$ cat config.mk
export PLATFORM = sky130hd
export DESIGN_NAME = mem_access_unit
export DESIGN_NICKNAME = d
export VERILOG_FILES = /design/src/rtl/mem_access_unit.sv
export SDC_FILE = /design/constraint.sdc
export NUM_CORES = 1
export LEC_CHECK = 0
export ABC_AREA = 1
export BUFFER_PORTS_ARGS = -buffer_cell sky130_fd_sc_hd__clkbuf_2
export CORE_MARGIN = 4
export CORE_UTILIZATION = 45
export DETAILED_ROUTE_END_ITERATION = 7
export PLACE_DENSITY = 0.81
export SLEW_MARGIN = 40
export SYNTH_ARGS = -nofsm -noshare
export SYNTH_HDL_FRONTEND = slang
export SYNTH_SLANG_ARGS = --single-unit
$ cat constraint.sdc
create_clock -name CLK -period 3.8 [get_ports CLK]
set_clock_uncertainty 0.15 [all_clocks]
set_input_delay 0.19 -clock CLK [delete_from_list [all_inputs] [get_ports CLK]]
set_output_delay 0.19 -clock CLK [all_outputs]
set_load 0.01 [all_outputs]
$ cat src/rtl/mem_access_unit.sv
// MEM-stage load/store initiator: turns byte/half/word requests into single-word
// read, write or read-modify-write transactions on a word-addressed data memory.
module mem_access_unit #(
    parameter int DEPTH = 32
) (
    input  logic        CLK,
    input  logic        RST_N,
    input  logic        req_valid,
    output logic        req_ready,
    input  logic        req_we,
    input  logic [1:0]  req_size,
    input  logic        req_signed,
    input  logic [31:0] req_addr,
    input  logic [31:0] req_wdata,
    output logic        resp_valid,
    output logic [31:0] resp_rdata,
    output logic        resp_err,
    output logic [31:0] mem_addr,
    output logic [31:0] mem_wdata,
    output logic [8:0]  mem_ctrl,
    input  logic [31:0] mem_rdata
);

    typedef enum logic [1:0] {
        IDLE = 2'd0,
        RD   = 2'd1,
        WR   = 2'd2,
        RESP = 2'd3
    } state_t;

    localparam logic [8:0]  CTRL_RD   = 9'h010;
    localparam logic [8:0]  CTRL_WR   = 9'h008;
    localparam logic [29:0] IDX_LIMIT = 30'(DEPTH);

    state_t      state_reg;
    logic        we_reg;
    logic [1:0]  size_reg;
    logic        signed_reg;
    logic [1:0]  off_reg;
    logic [15:0] wdata_reg;
    logic        resp_valid_reg;
    logic        resp_err_reg;
    logic [31:0] resp_rdata_reg;
    logic [31:0] mem_addr_reg;
    logic [31:0] mem_wdata_reg;
    logic [8:0]  mem_ctrl_reg;

    logic        req_err;
    logic [7:0]  lane_byte;
    logic [15:0] lane_half;
    logic [31:0] load_data;
    logic [3:0]  lane_sel;
    logic [31:0] merged_word;

    assign req_ready  = (state_reg == IDLE);
    assign resp_valid = resp_valid_reg;
    assign resp_err   = resp_err_reg;
    assign resp_rdata = resp_rdata_reg;
    assign mem_addr   = mem_addr_reg;
    assign mem_wdata  = mem_wdata_reg;
    assign mem_ctrl   = mem_ctrl_reg;

    // Indices at or beyond DEPTH are rejected rather than wrapped.
    always_comb begin
        req_err = 1'b0;
        case (req_size)
            2'b01:   req_err = req_addr[0];
            2'b10:   req_err = (req_addr[1:0] != 2'b00);
            2'b11:   req_err = 1'b1;
            default: req_err = 1'b0;
        endcase
        if (req_addr[31:2] >= IDX_LIMIT) begin
            req_err = 1'b1;
        end
    end

    always_comb begin
        lane_byte = mem_rdata[{off_reg, 3'b000} +: 8];
        lane_half = off_reg[1] ? mem_rdata[31:16] : mem_rdata[15:0];
        case (size_reg)
            2'b00:   load_data = {{24{signed_reg & lane_byte[7]}}, lane_byte};
            2'b01:   load_data = {{16{signed_reg & lane_half[15]}}, lane_half};
            default: load_data = mem_rdata;
        endcase
    end

    always_comb begin
        case (size_reg)
            2'b00:   lane_sel = 4'b0001 << off_reg;
            2'b01:   lane_sel = off_reg[1] ? 4'b1100 : 4'b0011;
            default: lane_sel = 4'b0000;
        endcase
    end

    // Sub-word store merge: odd lanes of a half store take the upper store byte.
    generate
        for (genvar gi = 0; gi < 4; gi++) begin : g_lane
            assign merged_word[8*gi +: 8] = !lane_sel[gi] ? mem_rdata[8*gi +: 8] :
                ((size_reg == 2'b01) && (gi % 2 == 1)) ? wdata_reg[15:8] : wdata_reg[7:0];
        end
    endgenerate

    always_ff @(posedge CLK or negedge RST_N) begin
        if (!RST_N) begin
            state_reg      <= IDLE;
            we_reg         <= 1'b0;
            size_reg       <= 2'b00;
            signed_reg     <= 1'b0;
            off_reg        <= 2'b00;
            wdata_reg      <= 16'h0000;
            resp_valid_reg <= 1'b0;
            resp_err_reg   <= 1'b0;
            resp_rdata_reg <= 32'h0;
            mem_addr_reg   <= 32'h0;
            mem_wdata_reg  <= 32'h0;
            mem_ctrl_reg   <= 9'h000;
        end else begin
            case (state_reg)
                IDLE: begin
                    if (req_valid) begin
                        we_reg       <= req_we;
                        size_reg     <= req_size;
                        signed_reg   <= req_signed;
                        off_reg      <= req_addr[1:0];
                        wdata_reg    <= req_wdata[15:0];
                        mem_addr_reg <= {2'b00, req_addr[31:2]};
                        if (req_err) begin
                            state_reg      <= RESP;
                            resp_valid_reg <= 1'b1;
                            resp_err_reg   <= 1'b1;
                            resp_rdata_reg <= 32'h0;
                        end else if (!req_we || (req_size != 2'b10)) begin
                            state_reg    <= RD;
                            mem_ctrl_reg <= CTRL_RD;
                        end else begin
                            state_reg     <= WR;
                            mem_ctrl_reg  <= CTRL_WR;
                            mem_wdata_reg <= req_wdata;
                        end
                    end
                end
                RD: begin
                    if (we_reg) begin
                        state_reg     <= WR;
                        mem_ctrl_reg  <= CTRL_WR;
                        mem_wdata_reg <= merged_word;
                    end else begin
                        state_reg      <= RESP;
                        mem_ctrl_reg   <= 9'h000;
                        resp_valid_reg <= 1'b1;
                        resp_err_reg   <= 1'b0;
                        resp_rdata_reg <= load_data;
                    end
                end
                WR: begin
                    state_reg      <= RESP;
                    mem_ctrl_reg   <= 9'h000;
                    resp_valid_reg <= 1'b1;
                    resp_err_reg   <= 1'b0;
                    resp_rdata_reg <= 32'h0;
                end
                RESP: begin
                    state_reg      <= IDLE;
                    resp_valid_reg <= 1'b0;
                    resp_err_reg   <= 1'b0;
                    resp_rdata_reg <= 32'h0;
                end
                default: begin
                    state_reg    <= IDLE;
                    mem_ctrl_reg <= 9'h000;
                end
            endcase
        end
    end

endmodule

==> results of run 1 <==
==> synth_stat cells (2+ instances only) <==
cell type  count
nand3_2        3
dfrtp_1      122
mux2_2        28
buf_2         19
o21ai_1       28
buf_4         13
nand2_1      335
a21oi_1       28
buf_6          6
inv_2          2
o21ai_0       77
o22ai_1        3
nand4_1        4
ha_1           5
nand2_2        6
and3_1         8
inv_1         46
o211ai_1       6
clkbuf_1      17
nand2_4        4
nor2_1        43
nand3_1       40
or2_2          7
==> final cells by class <==
type	instances	area (sq um)
clock buffer	17	425
antenna	1	2.50
clock inverter	15	200
multi-input combinational	643	3100
timing repair buffer	280	1800
inverter	50	195
fill	1250	5480
tap	184	230
sequential	122	3050
==> metal layers <==
layer | routed length [um] | vias up | track usage (%)
met5 | 0 | - | 0
met2 | 10500 | 328 | 43.5
met4 | 736 | 0 | 11.8
met3 | 2000 | 50 | 6.92
met1 | 8570 | 3109 | 32.3
li1 | - | 3275 | -
==> cells by family after synthesis <==
kind of cell    synth area share, %
fa+ha+maj                     0.944
buf+inv                        7.83
other cells                  0.0566
mux                            4.76
flops                          46.1
simple gates                   28.7
compound gates                 11.6
==> stage by stage <==
step                      cells  cell area (sq um)  util [%]  hold WS (ps)  worst slack [ps]
after floorplan             870               6660         -          -256              1860
after global placement     1207               7640      52.8           184              1220
after detailed placement   1207               7650      52.8           185              1120
after CTS                  1311               9000      62.1          1.29              1100
after global routing       1312               9000      62.2          9.05               846
final                      1312               9000      62.2          7.55              1120
==> power groups by stage <==
stage	sequential [mW]	clock, mW	combinational, mW
final	2.30	1.71	3.51
after floorplan	2.43	0	2.24
after global routing	2.37	1.79	3.94
after detailed placement	2.30	0	3.43
after global placement	2.28	0	3.34
after CTS	2.28	1.74	3.51
==> worst min-delay path, stage by stage <==
cell and delay, ps:
clkbuf_2 140, a21oi_1 70, o21ai_0 140
==> path summary, 6_finish.rpt <==
kind	startpoint	endpoint	slack, ps	depth (start not counted)
min reg2reg	mem_ctrl[3]$_DFFE_PN0P_	mem_ctrl[3]$_DFFE_PN0P_	320	2
max in group asynchronous	RST_N	mem_wdata[25]$_DFFE_PN0P_	2610	3
min in group asynchronous	RST_N	mem_addr[22]$_DFFE_PN0P_	160	2
max	req_addr[7]	mem_wdata[25]$_DFFE_PN0P_	1120	12
max reg2reg	state_reg[1]$_DFFE_PN0P_	mem_wdata[25]$_DFFE_PN0P_	1150	9
min	mem_rdata[6]	resp_rdata[6]$_DFFE_PN0P_	8	3
==> layout by cell type (no fill, tap or decap), drive strengths merged <==
master       synthesis  layout
or2                  7       7
dfrtp              122     122
a31oi                1       1
diode                0       1
inv                 50      51
nand3               43      43
dlygate4sd3          0      72
a211oi               1       1
clkinv               0       6
nor3                 2       2
clkinvlp             0       4
conb                 1       9
nand2              345     345
o21ai              106     106
a21oi               28      28
buf                 38       8
ha                   5       5
clkbuf              17     217
mux2                28      28
and3                 8       8
nor2                46      46
o211ai               6       6
nand4                4       4
o22ai                3       3
o21bai               1       1
bufinv               0       4
==> timing repair <==
| item | CTS | global route |
|---|---|---|
| hold endpoints to repair | 146 | 0 |
| hold buffers | 72 | 0 |
| gates resized for setup | 0 | 0 |
==> impl_metrics.ini, run 1 <==
[status]
outcome = finished clean

[timing]
fmax_ghz = 0.373
finalCriticalPeriod_ps = 2680
fin_crit_sh_pct = 70.5
setup_viol = 0
slew_viol_final = 0
fin_setup_tns_ps = 0
finalHoldViolCount = 0
rsz0062_at_grt = no
timing.slew.headroom_pct = 44.8
max_slew.worst_pin.slew_ps = 828

[drt]
dr.pass1.iters = 5
wirelength_um = 21800
drc = 0
drt-vias-per-instance = 5.15
vias = 6762
ant_nets = 0
avgRoutedWirePerCell_um = 16.6
drt-initial-drc-count = 543

[critical_path]
required_ps = 3950
critPathLaunchType = input port
cpMaxStageDelayCell = dlygate4sd3_1
crit_path_max_fanout = 37
critPathKind = in -> reg
cp_common_cell = nand2_1
arrival_ps = 2830
cp_top_family = simple AND/OR/NAND/NOR gates
endpoint_kind = flop
crit_buf_inv = 2
max_stage_delay_ps = 550
path_cells = dlygate4sd3_1, clkbuf_2, nor2_1, nand2_1, nor2_1, nand2_1, nor2_1, nand2_1, nand2_2, nand2_2, nand2_1, nand2_1

[power]
p_switching_mw = 3.25
leakagePower_nw = 4.76
power_frac_seq_pct = 30.6
p_per_area_nw_per_um2 = 835
peakVddDrop_mv = 0.497
total_power_mw = 7.52
comb_power_share_pct = 46.6
p_int_mw = 4.27
p_sw_share_pct = 43.2
power_frac_clock_pct = 22.8

[yosys]
netlist_top_cells_area = dfrtp_1 46%, nand2_1 19%, o21ai_0 5.8%
async_flop_share_pct = 100
yosysTopAreaCell = dfrtp_1
ys_types = 35
synth_edf_count = 0
synth_top_area_share_pct = 46.1
avgSynthCellArea_sq_um = 7.69
synthFlopType = dfrtp_1
netlist_instances = 862
syn-cell-area_sq_um = 6630
synth.ff_latch_count = 122
seq_area_frac_synth_pct = 46.1
yosysWarnings = 0

[cts]
htree_levels = 4
clk_pin_slew_ps = 60
clk_latency_ps = 420
clock_path_buffers = 2
post_cts_buffers = 0
clkSinkCount = 122
root_buffer = clkbuf_16
numCtsBuffers = 17
cts_tree = done

[floorplanning]
die_w_um = 129
die-area_sq_um = 16700
num_rows = 44
fp.dieH_um = 129
ios = 211
core_sq_um = 14500
initial_core_util_pct = 45.8

[finish]
drive_above_1_share_pct = 26.6
final_nets = 1222
syn_to_final_growth_pct = 35.8

[grt]
grt-ovfl-total = 0
grt_usage_pct = 26.3
grt_pass1_vias = 6638
grt_max_degree = 63
antenna_found_initial = 1
grt_first_pass_wirelength_um = 34200

[hold_path]
hold_class = in -> reg

[run]
cap_violations = 0

[placement]
portBuffers = 201
detailed_place_hpwl_um = 15200
place_congestion = 0.939
(Power assumes the default switching activity.)
==> run 2, diff against run 1 <==
- clock period: 3.8 -> 2.7 ns (I/O delays scaled with it)
==> run 2 against run 1 <==
Hold slack improved by 6.5 ps. Wire length about the same. Final cell count increased by 1.1%. First-iteration DRC count decreased by 3.5%. Power increased by 41%. Critical path type is now reg -> reg. Critical endpoint is now mem_wdata[23]$_DFFE_PN0P_. Highest routed layer unchanged.
==> impl_metrics.ini, run 2 (synthesized netlist as in run 1, its figures left out) <==
[status]
outcome = finished clean

[finish]
nFillCells = 1235
drive_above_1_share_pct = 26.6
final_nets = 1236
layout_commonest_cell = nand2_1
fin_util_pct = 62.9
seq_area_sq_um = 3050
syn_to_final_growth_pct = 37.5
layout_common_cells = 334 x nand2_1, 200 x clkbuf_2, 122 x dfrtp_1
multi_input_area_sq_um = 3090
design_area_sq_um = 9110

[critical_path]
path_cells = buf_4, inv_2, nand2_4, nor2_8, inv_2, nand2_4, nand2_1, nand2_1, o21ai_1, dlygate4sd3_1, nand3_1, nand2_1
required_ps = 2860
crit_path_max_fanout = 20
cpMaxStageDelayCell = dlygate4sd3_1
arrival_ps = 2650
reg2reg_depth = 12
endpoint_kind = flop
critPathKind = reg -> reg
max_stage_delay_ps = 550
cp_common_cell = nand2_1
critPathLaunchType = flop

[power]
comb_power_share_pct = 47.2
peakVddDrop_mv = 0.652
p_int_mw = 6.08
p_switching_mw = 4.54
p_sw_share_pct = 42.8
leakagePower_nw = 4.81
power_frac_clock_pct = 22.7
power_frac_seq_pct = 30.1
p_per_area_nw_per_um2 = 1170

[timing]
whs_ps = 14.0
fin_setup_tns_ps = 0
timing.slew.headroom_pct = 50.7
setup_viol = 0
max_slew.worst_pin.slew_ps = 739
slew_viol_final = 0
finalCriticalPeriod_ps = 2500
fin_crit_sh_pct = 92.5
finalHoldViolCount = 0
fmax_ghz = 0.401
rsz0062_at_grt = no

[cts]
clk_latency_ps = 420
clock_path_buffers = 2
post_cts_buffers = 0
post_cts_resized = 0
numCtsBuffers = 17
root_buffer = clkbuf_16
clk_pin_slew_ps = 60
cts_tree = done
htree_levels = 4
clkSinkCount = 122
ctsHoldBuffers = 81

[drt]
wirelength_um = 21800
ant_nets = 0
drt-vias-per-instance = 5.09
drt-initial-drc-count = 524
avgRoutedWirePerCell_um = 16.4
dr.pass1.iters = 5
vias = 6747
drc = 0

[placement]
postPlaceCellArea_sq_um = 7680
portBuffers = 201
place_congestion = 0.947
detailed_place_hpwl_um = 15200

[floorplanning]
ios = 211
die-area_sq_um = 16700
core_sq_um = 14500
die_w_um = 129
fp.dieH_um = 129
initial_core_util_pct = 45.8
num_rows = 44

[hold_path]
hold_class = in -> reg
holdPathStages = 4

[grt]
antenna_found_initial = 1
grt_usage_pct = 26.7
grt-ovfl-total = 0
grt_pass1_vias = 6643
grt_first_pass_wirelength_um = 34500
grt_max_degree = 76

[run]
cap_violations = 0
==> run 2: metrics by stage <==
step | std cells | worst slack (ps) | power, mW
3_3_place_gp | 1212 | 584 | 7.95
2_1_floorplan | 870 | 762 | 6.58
3_5_place_dp | 1212 | 440 | 8.07
6_report | 1326 | 203 | 10.6
4_1_cts | 1325 | 226 | 10.6
5_1_grt | 1326 | 14.1 | 11.5
==> run 2: power by group through the flow <==
| stage | logic [mW] | registers [mW] | clock network (mW) |
|---|---|---|---|
| floorplan | 3.15 | 3.42 | 0 |
| global placement | 4.77 | 3.18 | 0 |
| detailed placement | 4.89 | 3.18 | 0 |
| CTS | 5.01 | 3.17 | 2.44 |
| global route | 5.63 | 3.29 | 2.54 |
| finish | 5.02 | 3.19 | 2.41 |
==> run 2: layer usage <==
metal  wire [um]  up-vias  GRT usage [%]
met3        2180       37           8.20
li1            -     3289              -
met1        8590     3064           33.1
met5           0        -              0
met4         545        0           9.08
met2       10500      357           44.2
==> run 2: worst paths after layout <==
| check | start | to | slack (ps) |
|---|---|---|---|
| setup / recovery | size_reg[1]$_DFFE_PN0P_ | mem_wdata[23]$_DFFE_PN0P_ | 200 |
| hold / removal | mem_rdata[29] | resp_rdata[13]$_DFFE_PN0P_ | 10 |
| setup reg to reg | size_reg[1]$_DFFE_PN0P_ | mem_wdata[23]$_DFFE_PN0P_ | 200 |
| hold reg to reg | mem_wdata[23]$_DFFE_PN0P_ | mem_wdata[23]$_DFFE_PN0P_ | 320 |
| max in group asynchronous | RST_N | mem_wdata[22]$_DFFE_PN0P_ | 1510 |
| min in group asynchronous | RST_N | mem_addr[17]$_DFFE_PN0P_ | 150 |
==> run 2: layout make-up <==
class	count	area share (%)
diodes	1	0.0275
multi-input cells	643	33.9
clock buffers	19	4.86
repair buffers	294	21.1
clock inverters	13	1.92
well taps	184	2.53
flip-flops and latches	122	33.5
inverters	50	2.14
==> run 2: worst max-delay path: cells and delay by family (launching register included) <==
kind,cells,cell delay (ps)
AO/OA/AOI/OAI,1,50
buffers and inverters,4,1040
flip-flops,1,350
AND/OR/NAND/NOR,7,790
